<file path="src/rtl/imm_encoder_if.sv">
// ---------------------------------------------------------------------------
// imm_encoder_if
// Groups the request and result handshake signals of imm_encoder.
//   Request side : in_valid, in_ready, in_fmt[2:0], in_imm[31:0], in_base[31:0]
//   Result side  : out_valid, out_ready, out_instr[31:0], out_err, out_last
// Modports:
//   slave  - the encoder (consumes requests, produces results)
//   master - the requester/consumer driving the encoder
// ---------------------------------------------------------------------------
interface imm_encoder_if;
  logic        in_valid;
  logic        in_ready;
  logic [2:0]  in_fmt;
  logic [31:0] in_imm;
  logic [31:0] in_base;
  logic        out_valid;
  logic        out_ready;
  logic [31:0] out_instr;
  logic        out_err;
  logic        out_last;

  modport slave (
    input  in_valid, in_fmt, in_imm, in_base, out_ready,
    output in_ready, out_valid, out_instr, out_err, out_last
  );

  modport master (
    output in_valid, in_fmt, in_imm, in_base, out_ready,
    input  in_ready, out_valid, out_instr, out_err, out_last
  );
endinterface

</file>
<file path="src/rtl/imm_encoder.sv">
// ---------------------------------------------------------------------------
// imm_encoder
// Inserts an immediate into a RISC-V instruction skeleton according to a
// format code, or expands a 32-bit load-immediate into LUI/ADDI words.
// Ports:
//   clk  - rising-edge clock
//   rst  - synchronous active-high reset
//   bus  - imm_encoder_if.slave (request handshake + registered result)
// Formats: 000 pass, 001 I-zero, 010 I-signed, 011 S, 100 B, 101 U, 110 J,
//          111 LI expansion (one or two output words).
// Optional feature: define IMM_RANGE_CHECK_EN to flag immediates that do not
// fit the selected format on out_err. Without it out_err is tied low.
// ---------------------------------------------------------------------------
module imm_encoder (
  input  logic         clk,
  input  logic         rst,
  imm_encoder_if.slave bus
);

  localparam logic [1:0] ST_IDLE  = 2'd0;
  localparam logic [1:0] ST_FIRST = 2'd1;
  localparam logic [1:0] ST_LAST  = 2'd2;

  localparam logic [6:0] OP_LUI  = 7'b0110111;
  localparam logic [6:0] OP_ADDI = 7'b0010011;

  logic [1:0]  state_q, state_d;
  logic        out_valid_q, out_valid_d;
  logic [31:0] out_instr_q, out_instr_d;
  logic        out_err_q, out_err_d;
  logic        out_last_q, out_last_d;
  logic [31:0] pend_q, pend_d;

  logic [31:0] enc_word;
  logic [31:0] enc_addi;
  logic        enc_pair;
  logic        enc_err;
  logic [4:0]  li_rd;
  logic [11:0] li_lo;
  logic [19:0] li_hi;
  logic        in_ready;
  logic        accept;

  // A new request can land when empty, or when the final word leaves this cycle.
  assign in_ready     = !rst && ((state_q == ST_IDLE) ||
                                 ((state_q == ST_LAST) && bus.out_ready));
  assign accept       = bus.in_valid && in_ready;
  assign bus.in_ready = in_ready;

  assign bus.out_valid = out_valid_q;
  assign bus.out_instr = out_instr_q;
  assign bus.out_err   = out_err_q;
  assign bus.out_last  = out_last_q;

  // ADDI sign-extends lo, so hi is pre-incremented when lo is negative.
  assign li_rd = bus.in_base[11:7];
  assign li_lo = bus.in_imm[11:0];
  assign li_hi = bus.in_imm[31:12] + {19'd0, bus.in_imm[11]};

  always_comb begin
    enc_word = bus.in_base;
    enc_addi = 32'd0;
    enc_pair = 1'b0;
    case (bus.in_fmt)
      3'b001, 3'b010: enc_word = {bus.in_imm[11:0], bus.in_base[19:0]};
      3'b011: enc_word = {bus.in_imm[11:5], bus.in_base[24:12],
                          bus.in_imm[4:0], bus.in_base[6:0]};
      3'b100: enc_word = {bus.in_imm[12], bus.in_imm[10:5], bus.in_base[24:12],
                          bus.in_imm[4:1], bus.in_imm[11], bus.in_base[6:0]};
      3'b101: enc_word = {bus.in_imm[31:12], bus.in_base[11:0]};
      3'b110: enc_word = {bus.in_imm[20], bus.in_imm[10:1], bus.in_imm[11],
                          bus.in_imm[19:12], bus.in_base[11:0]};
      3'b111: begin
        // Second word of a pair adds lo onto the LUI result in rd.
        enc_addi = {li_lo, li_rd, 3'b000, li_rd, OP_ADDI};
        if (li_hi == 20'd0) begin
          enc_word = {li_lo, 5'd0, 3'b000, li_rd, OP_ADDI};
        end else if (li_lo == 12'd0) begin
          enc_word = {li_hi, li_rd, OP_LUI};
        end else begin
          enc_word = {li_hi, li_rd, OP_LUI};
          enc_pair = 1'b1;
        end
      end
      default: enc_word = bus.in_base;
    endcase
  end

`ifdef IMM_RANGE_CHECK_EN
  // Flags immediates whose discarded upper bits are not a plain extension.
  always_comb begin
    enc_err = 1'b0;
    case (bus.in_fmt)
      3'b001:         enc_err = |bus.in_imm[31:12];
      3'b010, 3'b011: enc_err = !((&bus.in_imm[31:11]) || !(|bus.in_imm[31:11]));
      3'b100:         enc_err = !((&bus.in_imm[31:12]) || !(|bus.in_imm[31:12]))
                                || bus.in_imm[0];
      3'b101:         enc_err = |bus.in_imm[11:0];
      3'b110:         enc_err = !((&bus.in_imm[31:20]) || !(|bus.in_imm[31:20]))
                                || bus.in_imm[0];
      default:        enc_err = 1'b0;
    endcase
  end
`else
  assign enc_err = 1'b0;
`endif

  // Output-register control: FIRST swaps in the pending ADDI, LAST drains,
  // and an accept (from IDLE or a draining LAST) loads a fresh word.
  always_comb begin
    state_d     = state_q;
    out_valid_d = out_valid_q;
    out_instr_d = out_instr_q;
    out_err_d   = out_err_q;
    out_last_d  = out_last_q;
    pend_d      = pend_q;
    case (state_q)
      ST_IDLE: ;
      ST_FIRST: begin
        if (bus.out_ready) begin
          out_instr_d = pend_q;
          out_err_d   = 1'b0;
          out_last_d  = 1'b1;
          state_d     = ST_LAST;
        end
      end
      ST_LAST: begin
        if (bus.out_ready) begin
          out_valid_d = 1'b0;
          state_d     = ST_IDLE;
        end
      end
      default: begin
        out_valid_d = 1'b0;
        state_d     = ST_IDLE;
      end
    endcase
    if (accept) begin
      out_valid_d = 1'b1;
      out_instr_d = enc_word;
      out_err_d   = enc_err;
      out_last_d  = !enc_pair;
      pend_d      = enc_addi;
      state_d     = enc_pair ? ST_FIRST : ST_LAST;
    end
  end

  always_ff @(posedge clk) begin
    if (rst) begin
      state_q     <= ST_IDLE;
      out_valid_q <= 1'b0;
      out_instr_q <= 32'd0;
      out_err_q   <= 1'b0;
      out_last_q  <= 1'b0;
      pend_q      <= 32'd0;
    end else begin
      state_q     <= state_d;
      out_valid_q <= out_valid_d;
      out_instr_q <= out_instr_d;
      out_err_q   <= out_err_d;
      out_last_q  <= out_last_d;
      pend_q      <= pend_d;
    end
  end

endmodule
</file>
<file path="src/flat_wrapper.sv">
// flat-port wrapper written by rule: the top's interface ports become plain ports
module imm_encoder_flat 
  (clk, rst, bus_in_valid, bus_in_fmt, bus_in_imm, bus_in_base, bus_out_ready, bus_in_ready, bus_out_valid, bus_out_instr, bus_out_err, bus_out_last);
  imm_encoder_if bus_i ();
  input  logic clk;
  input  logic rst;
  input wire logic [$bits(bus_i.in_valid)-1:0] bus_in_valid;
  input wire logic [$bits(bus_i.in_fmt)-1:0] bus_in_fmt;
  input wire logic [$bits(bus_i.in_imm)-1:0] bus_in_imm;
  input wire logic [$bits(bus_i.in_base)-1:0] bus_in_base;
  input wire logic [$bits(bus_i.out_ready)-1:0] bus_out_ready;
  output wire logic [$bits(bus_i.in_ready)-1:0] bus_in_ready;
  output wire logic [$bits(bus_i.out_valid)-1:0] bus_out_valid;
  output wire logic [$bits(bus_i.out_instr)-1:0] bus_out_instr;
  output wire logic [$bits(bus_i.out_err)-1:0] bus_out_err;
  output wire logic [$bits(bus_i.out_last)-1:0] bus_out_last;
  assign bus_i.in_valid = bus_in_valid;
  assign bus_i.in_fmt = bus_in_fmt;
  assign bus_i.in_imm = bus_in_imm;
  assign bus_i.in_base = bus_in_base;
  assign bus_i.out_ready = bus_out_ready;
  assign bus_in_ready = bus_i.in_ready;
  assign bus_out_valid = bus_i.out_valid;
  assign bus_out_instr = bus_i.out_instr;
  assign bus_out_err = bus_i.out_err;
  assign bus_out_last = bus_i.out_last;
  imm_encoder u_core (.clk(clk), .rst(rst), .bus(bus_i));
endmodule
</file>
<file path="config.mk">
export PLATFORM = sky130hd
export DESIGN_NAME = imm_encoder_flat
export DESIGN_NICKNAME = d
export VERILOG_FILES = /design/src/rtl/imm_encoder_if.sv /design/src/rtl/imm_encoder.sv /design/src/flat_wrapper.sv
export SDC_FILE = /design/constraint.sdc
export NUM_CORES = 1
export LEC_CHECK = 0
export ABC_AREA = 1
export BUFFER_PORTS_ARGS = -buffer_cell sky130_fd_sc_hd__buf_2
export CAP_MARGIN = 20
export CORE_MARGIN = 1.5
export CORE_UTILIZATION = 34
export DETAILED_ROUTE_END_ITERATION = 10
export GPL_TIMING_DRIVEN = 0
export SETUP_SLACK_MARGIN = 0.15
export SLEW_MARGIN = 20
export SYNTH_ARGS = -nofsm -noshare
export SYNTH_HDL_FRONTEND = slang
export SYNTH_SLANG_ARGS = --single-unit
</file>
<file path="constraint.sdc">
create_clock -name clk -period 7.8 [get_ports clk]
set_input_delay 2.34 -clock clk [delete_from_list [all_inputs] [get_ports clk]]
set_output_delay 2.34 -clock clk [all_outputs]
set_load 0.01 [all_outputs]
</file>
# Word level (Yosys, flattened, before mapping)

Index checks and enable logic that the tools add are counted.

Add/sub/neg operators: 1
Equality and inequality tests: 13
Muxes and demuxes: 20
Reductions and logical operators: 16

Operator list:

| operator                                                        | number |
|---|---|
| 32-bit one-hot mux with 6 select lines                          | 1 |
| 32-bit 2-to-1 mux                                               | 5 |
| 20-bit by 1-bit adder with 20-bit output                        | 1 |
| 20-bit zero test                                                | 1 |
| 3-bit == test, second input constant                            | 4 |
| 12-bit zero test                                                | 1 |
| 1-bit 2-to-1 mux                                                | 8 |
| 2-bit 2-to-1 mux                                                | 4 |
| 3-bit by 2-bit == test with 1-bit output, second input constant | 2 |
| 3-bit by 2-bit != test with 1-bit output, second input constant | 2 |
| 2-bit one-hot mux with 3 select lines                           | 1 |
| 2-bit by 1-bit != test with 1-bit output, second input constant | 2 |
| 2-bit AND reduction                                             | 2 |
| 2-bit nonzero test                                              | 2 |
| 2-bit OR reduction                                              | 2 |
| 3-bit by 1-bit == test with 1-bit output, second input constant | 1 |
| 1-bit logical AND                                               | 3 |
| 3-bit AND reduction                                             | 1 |
| 2-bit by 1-bit == test with 1-bit output, second input constant | 1 |
| 2-bit == test, second input constant                            | 1 |
| 1-bit zero test                                                 | 2 |
| 2-bit zero test                                                 | 1 |
| 1-bit one-hot mux with 2 select lines                           | 1 |
| 1-bit logical OR                                                | 1 |

Register bits: 68
Bits of input ports: 71
Output and inout bits: 36
Word-level logic and storage cells: 55

# Logic depth before layout (Yosys ltp)

Depth in word-level cells: 7
Gate-level depth with buffers: 18
Gate-level depth less buffers: 17

# Least setup slack after synthesis

Ideal clock, no wire load.

Path type: input to output
Start point: input bus_out_ready
End point: output bus_in_ready
Data arrival time: 2,682 ps
Data required time: 5,460 ps
Slack: 2,778 ps
Cell stages on the path: 2
Buffers on the path: 0
Path through: nor2_1 -> nor3_1

Word-level cells in the longest chain between the ends: 3

Ends and longest elaborated chain:

| element            | RTL line           | RTL |
|---|---|---|
| start: declaration | flat_wrapper.sv:11 | `input wire logic [$bits(bus_i.out_ready)-1:0] bus_out_ready;` |
| 1-bit logical AND  | imm_encoder.sv:46  | `((state_q == ST_LAST) && bus.out_ready));` |
| 1-bit logical OR   | imm_encoder.sv:45  | `assign in_ready = !rst && ((state_q == ST_IDLE) \|\|` |
| 1-bit logical AND  | imm_encoder.sv:45  |  |
| end: declaration   | flat_wrapper.sv:12 | `output wire logic [$bits(bus_i.in_ready)-1:0] bus_in_ready;` |

No other way between the ends.

# Worst setup path in the final report

Same ends and word-level chain as after synthesis.

==> impl_metrics.csv <==
group,metric,value,unit
global_routing,grt_util_met3,3.99,%
pwr,p_leak,2.04,nW
setup_path,reg2regPathDepth,8,
clocking,clkLatencyLatePin,0.31,ns
timing,fmax,192,MHz
global_routing,grt-ovfl-total,0,
min_path,hp-start,"u_core.bus.out_instr[3]",
logic_synthesis,syn_nets,674,
clocking,numCtsBuffers,5,
setup_path,critPathBufInv,2,
timing,setup_viol,0,
outcome,status,"finished, final reports clean",
clocking,postCtsHoldBufs,0,
global_routing,top_usage_layer,"met2",
logic_synthesis,ys_async_sr_fraction,0,%
finish,antennaDiodeCount,0,
min_path,min_path_cells,2,
setup_path,cp-end-kind,"output port",
global_routing,grt_antenna_before_repair,0,
die,die_area,0.0113,mm^2
finish,fillerInstances,1162,
logic_synthesis,synthCells,601,
timing,period_share,66.6,%
finish,final_area,0.00443,mm^2
clocking,clk_pin_slew,0.10,ns
setup_path,arrival,2.86,ns
setup_path,cp_max_fo,3,
global_routing,use_met1,31.9,%
clocking,postCtsSetupBuffers,0,
logic_synthesis,synth_largest_area_cell,"dfxtp_1",
finish,final_layout_size_suffix_gt1_share,19.0,%
logic_synthesis,yosysUniqueCellTypes,34,
timing,finClkSkew,0.00844,ns
setup_path,r2r-start,"u_core.state_q[1]",
logic_synthesis,synth-seq-cells,54,
timing,drv_slew,0,
detailed_routing,drc,0,
clocking,clock_path_buffers,2,
global_routing,grt_pass1_wl,20.1,mm
placement,dpl_cell_area,0.00432,mm^2
global_routing,grt_max_degree,19,
setup_path,worstReg2RegEnd,"u_core.pend_q[21]",
setup_path,cp_cell_sequence,"buf_2 > nor2_1 > nor3_1 > buf_2",
die,die-width,106,um
die,pin_count,107,
pwr,power.density,146,mW/mm^2
detailed_routing,firstDrtPassIters,5,
timing,hold_viol,0,
logic_synthesis,seq_area_frac_synth,29.9,%
detailed_routing,antenna_left,0,
setup_path,worst_path_max_delay_cell,"nor3_1",
clocking,cts_resized,0,
placement,port_buffers,105,
detailed_routing,drt-total-wl,13.0,mm
setup_path,regToRegSetupSlack,5.62,ns
timing,timing.final.crit_period,5.20,ns
finish,multiInputGateArea,0.00221,mm^2
placement,gp_congestion,0.912,
finish,syn2layout_area_growth,22.4,%
die,rows,37,
setup_path,slowest_delay,0.18,ns
setup_path,path_class,"in -> out",
detailed_routing,drt_iter0_drc,265,
die,core-area,0.0103,mm^2
timing,rsz0062_at_grt,"no",
timing,max_slew_margin,59.0,%
min_path,min_path_type,"reg -> reg",
clocking,root_buffer,"clkbuf_8",
logic_synthesis,netlist_top_cells_area,"dfxtp_1, nand2_1, a21oi_1, nand3_1, o21ai_0",
logic_synthesis,syn-mean-instance-area,6.02,um^2
die,start_util,35.1,%
logic_synthesis,synth_top_area_share,29.9,%
logic_synthesis,synth_flop_cell,"dfxtp_1",
timing,whs,0.469,ns
setup_path,cpMostUsedCell,"buf_2",
detailed_routing,routed-via-count,4455,
logic_synthesis,syn_area,0.00362,mm^2
die,dieHeight,106,um
clocking,h-tree-depth,2,
finish,final_nets,786,
setup_path,start_kind,"primary input",
detailed_routing,wl_per_cell,15.3,um
timing,finalSetupTns,0,ns
global_routing,grtUsageTotal,22.6,%
setup_path,crit_family,"buffers and inverters",
timing,tightest_slew,0.606,ns
logic_synthesis,yosysWarnings,0,
finish,register_area,0.00108,mm^2
min_path,holdPathEnd,"u_core.bus.out_instr[3]",
clocking,clkSinkCount,54,
pwr,ir_drop,90.9,uV
clocking,cts_tree,"built",
run,cap_violations,0,
global_routing,grtUsageMet2,35.5,%
logic_synthesis,synth-edff-count,0,
placement,hpwlAfterDp,10.5,mm
global_routing,grt_pass1_vias,4024,
setup_path,required,5.46,ns
detailed_routing,vias_per_cell,5.24,
where the power goes:
group	switching (mW)	internal, mW	leakage [nW]
Clock	0.102	0.0975	0.0587
Combinational	0.100	0.0540	1.54
Sequential	0.00630	0.289	0.441
Total	0.209	0.440	2.04
cell usage after synthesis (all sizes together) (4+ instances only):
cell / number
o21ai: 42
a21oi: 55
a31oi: 9
nand3: 46
o22ai: 6
buf: 5
o211ai: 4
nor2: 51
a221oi: 6
dfxtp: 54
nand2: 199
nand4: 14
inv: 55
nor3: 13
o2111ai: 4
clkbuf: 23
o21bai: 4
flip-flops by register name, indices dropped and copies added, names as in the netlist:
name	flops
u_core.bus.out_valid	1
u_core.bus.out_last	1
u_core.state_q	2
u_core.pend_q	18
u_core.bus.out_instr	32
worst max-delay path by stage:
| stage | startpoint | end | slack (ns) | depth (start not counted) |
|---|---|---|---|---|
| finish | bus_out_ready | bus_in_ready | 2.60 | 4 |
| global placement | rst | bus_in_ready | 2.60 | 3 |
| floorplan | bus_out_ready | bus_in_ready | 2.78 | 2 |
| detailed placement | bus_out_ready | bus_in_ready | 2.60 | 4 |
| global route | bus_out_ready | bus_in_ready | 2.51 | 4 |
| CTS | bus_out_ready | bus_in_ready | 2.60 | 4 |
routing by layer:
layer	up-vias	part of all wire, %
met5	-	0
met4	0	1.8
met3	17	7.3
met2	154	43
met1	2051	47
li1	2233	-
placed cells by master, fill, tap and decap left out, types with 9 or more instances in the layout:
| master | instances |
|---|---|
| a21oi_1 | 55 |
| a31oi_1 | 9 |
| buf_2 | 106 |
| clkbuf_1 | 23 |
| dfxtp_1 | 54 |
| inv_1 | 52 |
| nand2_1 | 197 |
| nand3_1 | 42 |
| nand4_1 | 14 |
| nor2_1 | 42 |
| nor3_1 | 13 |
| o21ai_0 | 42 |
final cells by class:
type	count	area share (%)
clock inverters	3	1.07
multi-input cells	464	49.8
repair buffers	105	11.9
clock buffers	5	1.55
plain buffers	28	2.82
inverters	55	4.66
well taps	136	3.84
flip-flops and latches	54	24.4
worst reg2reg max path: cells and delay by family, from the launching register on:
kind            cells  cell delay (ns)
compound gates      1             0.15
buf+inv             2             0.47
flops               1             0.34
simple gates        5             1.15
per-stage QoR:
stage / power, mW / utilization [%] / cells / worst slack (ns)
final: 0.649 / 42.9 / 850 / 2.60
after global routing: 0.680 / 42.9 / 850 / 2.51
after CTS: 0.650 / 42.9 / 850 / 2.60
after detailed placement: 0.454 / 41.8 / 842 / 2.60
after global placement: 0.452 / 41.8 / 842 / 2.60
after floorplan: 0.386 / - / 601 / 2.78
logic make-up (layout without fill, tap and decap cells):
group | count (synthesis) | count (layout) | share of synthesized area (%)
and+or+nand+nor | 325 | 325 | 38.7
adders and majority gates | 2 | 2 | 0.691
DFF | 54 | 54 | 29.9
buffers and inverters | 83 | 196 | 9.16
xor gates and xnor gates | 3 | 3 | 0.726
other | 1 | 1 | 0.104
AOI/OAI and AO/OA | 133 | 133 | 20.8
Note: power is estimated with default switching activity, not from simulation.
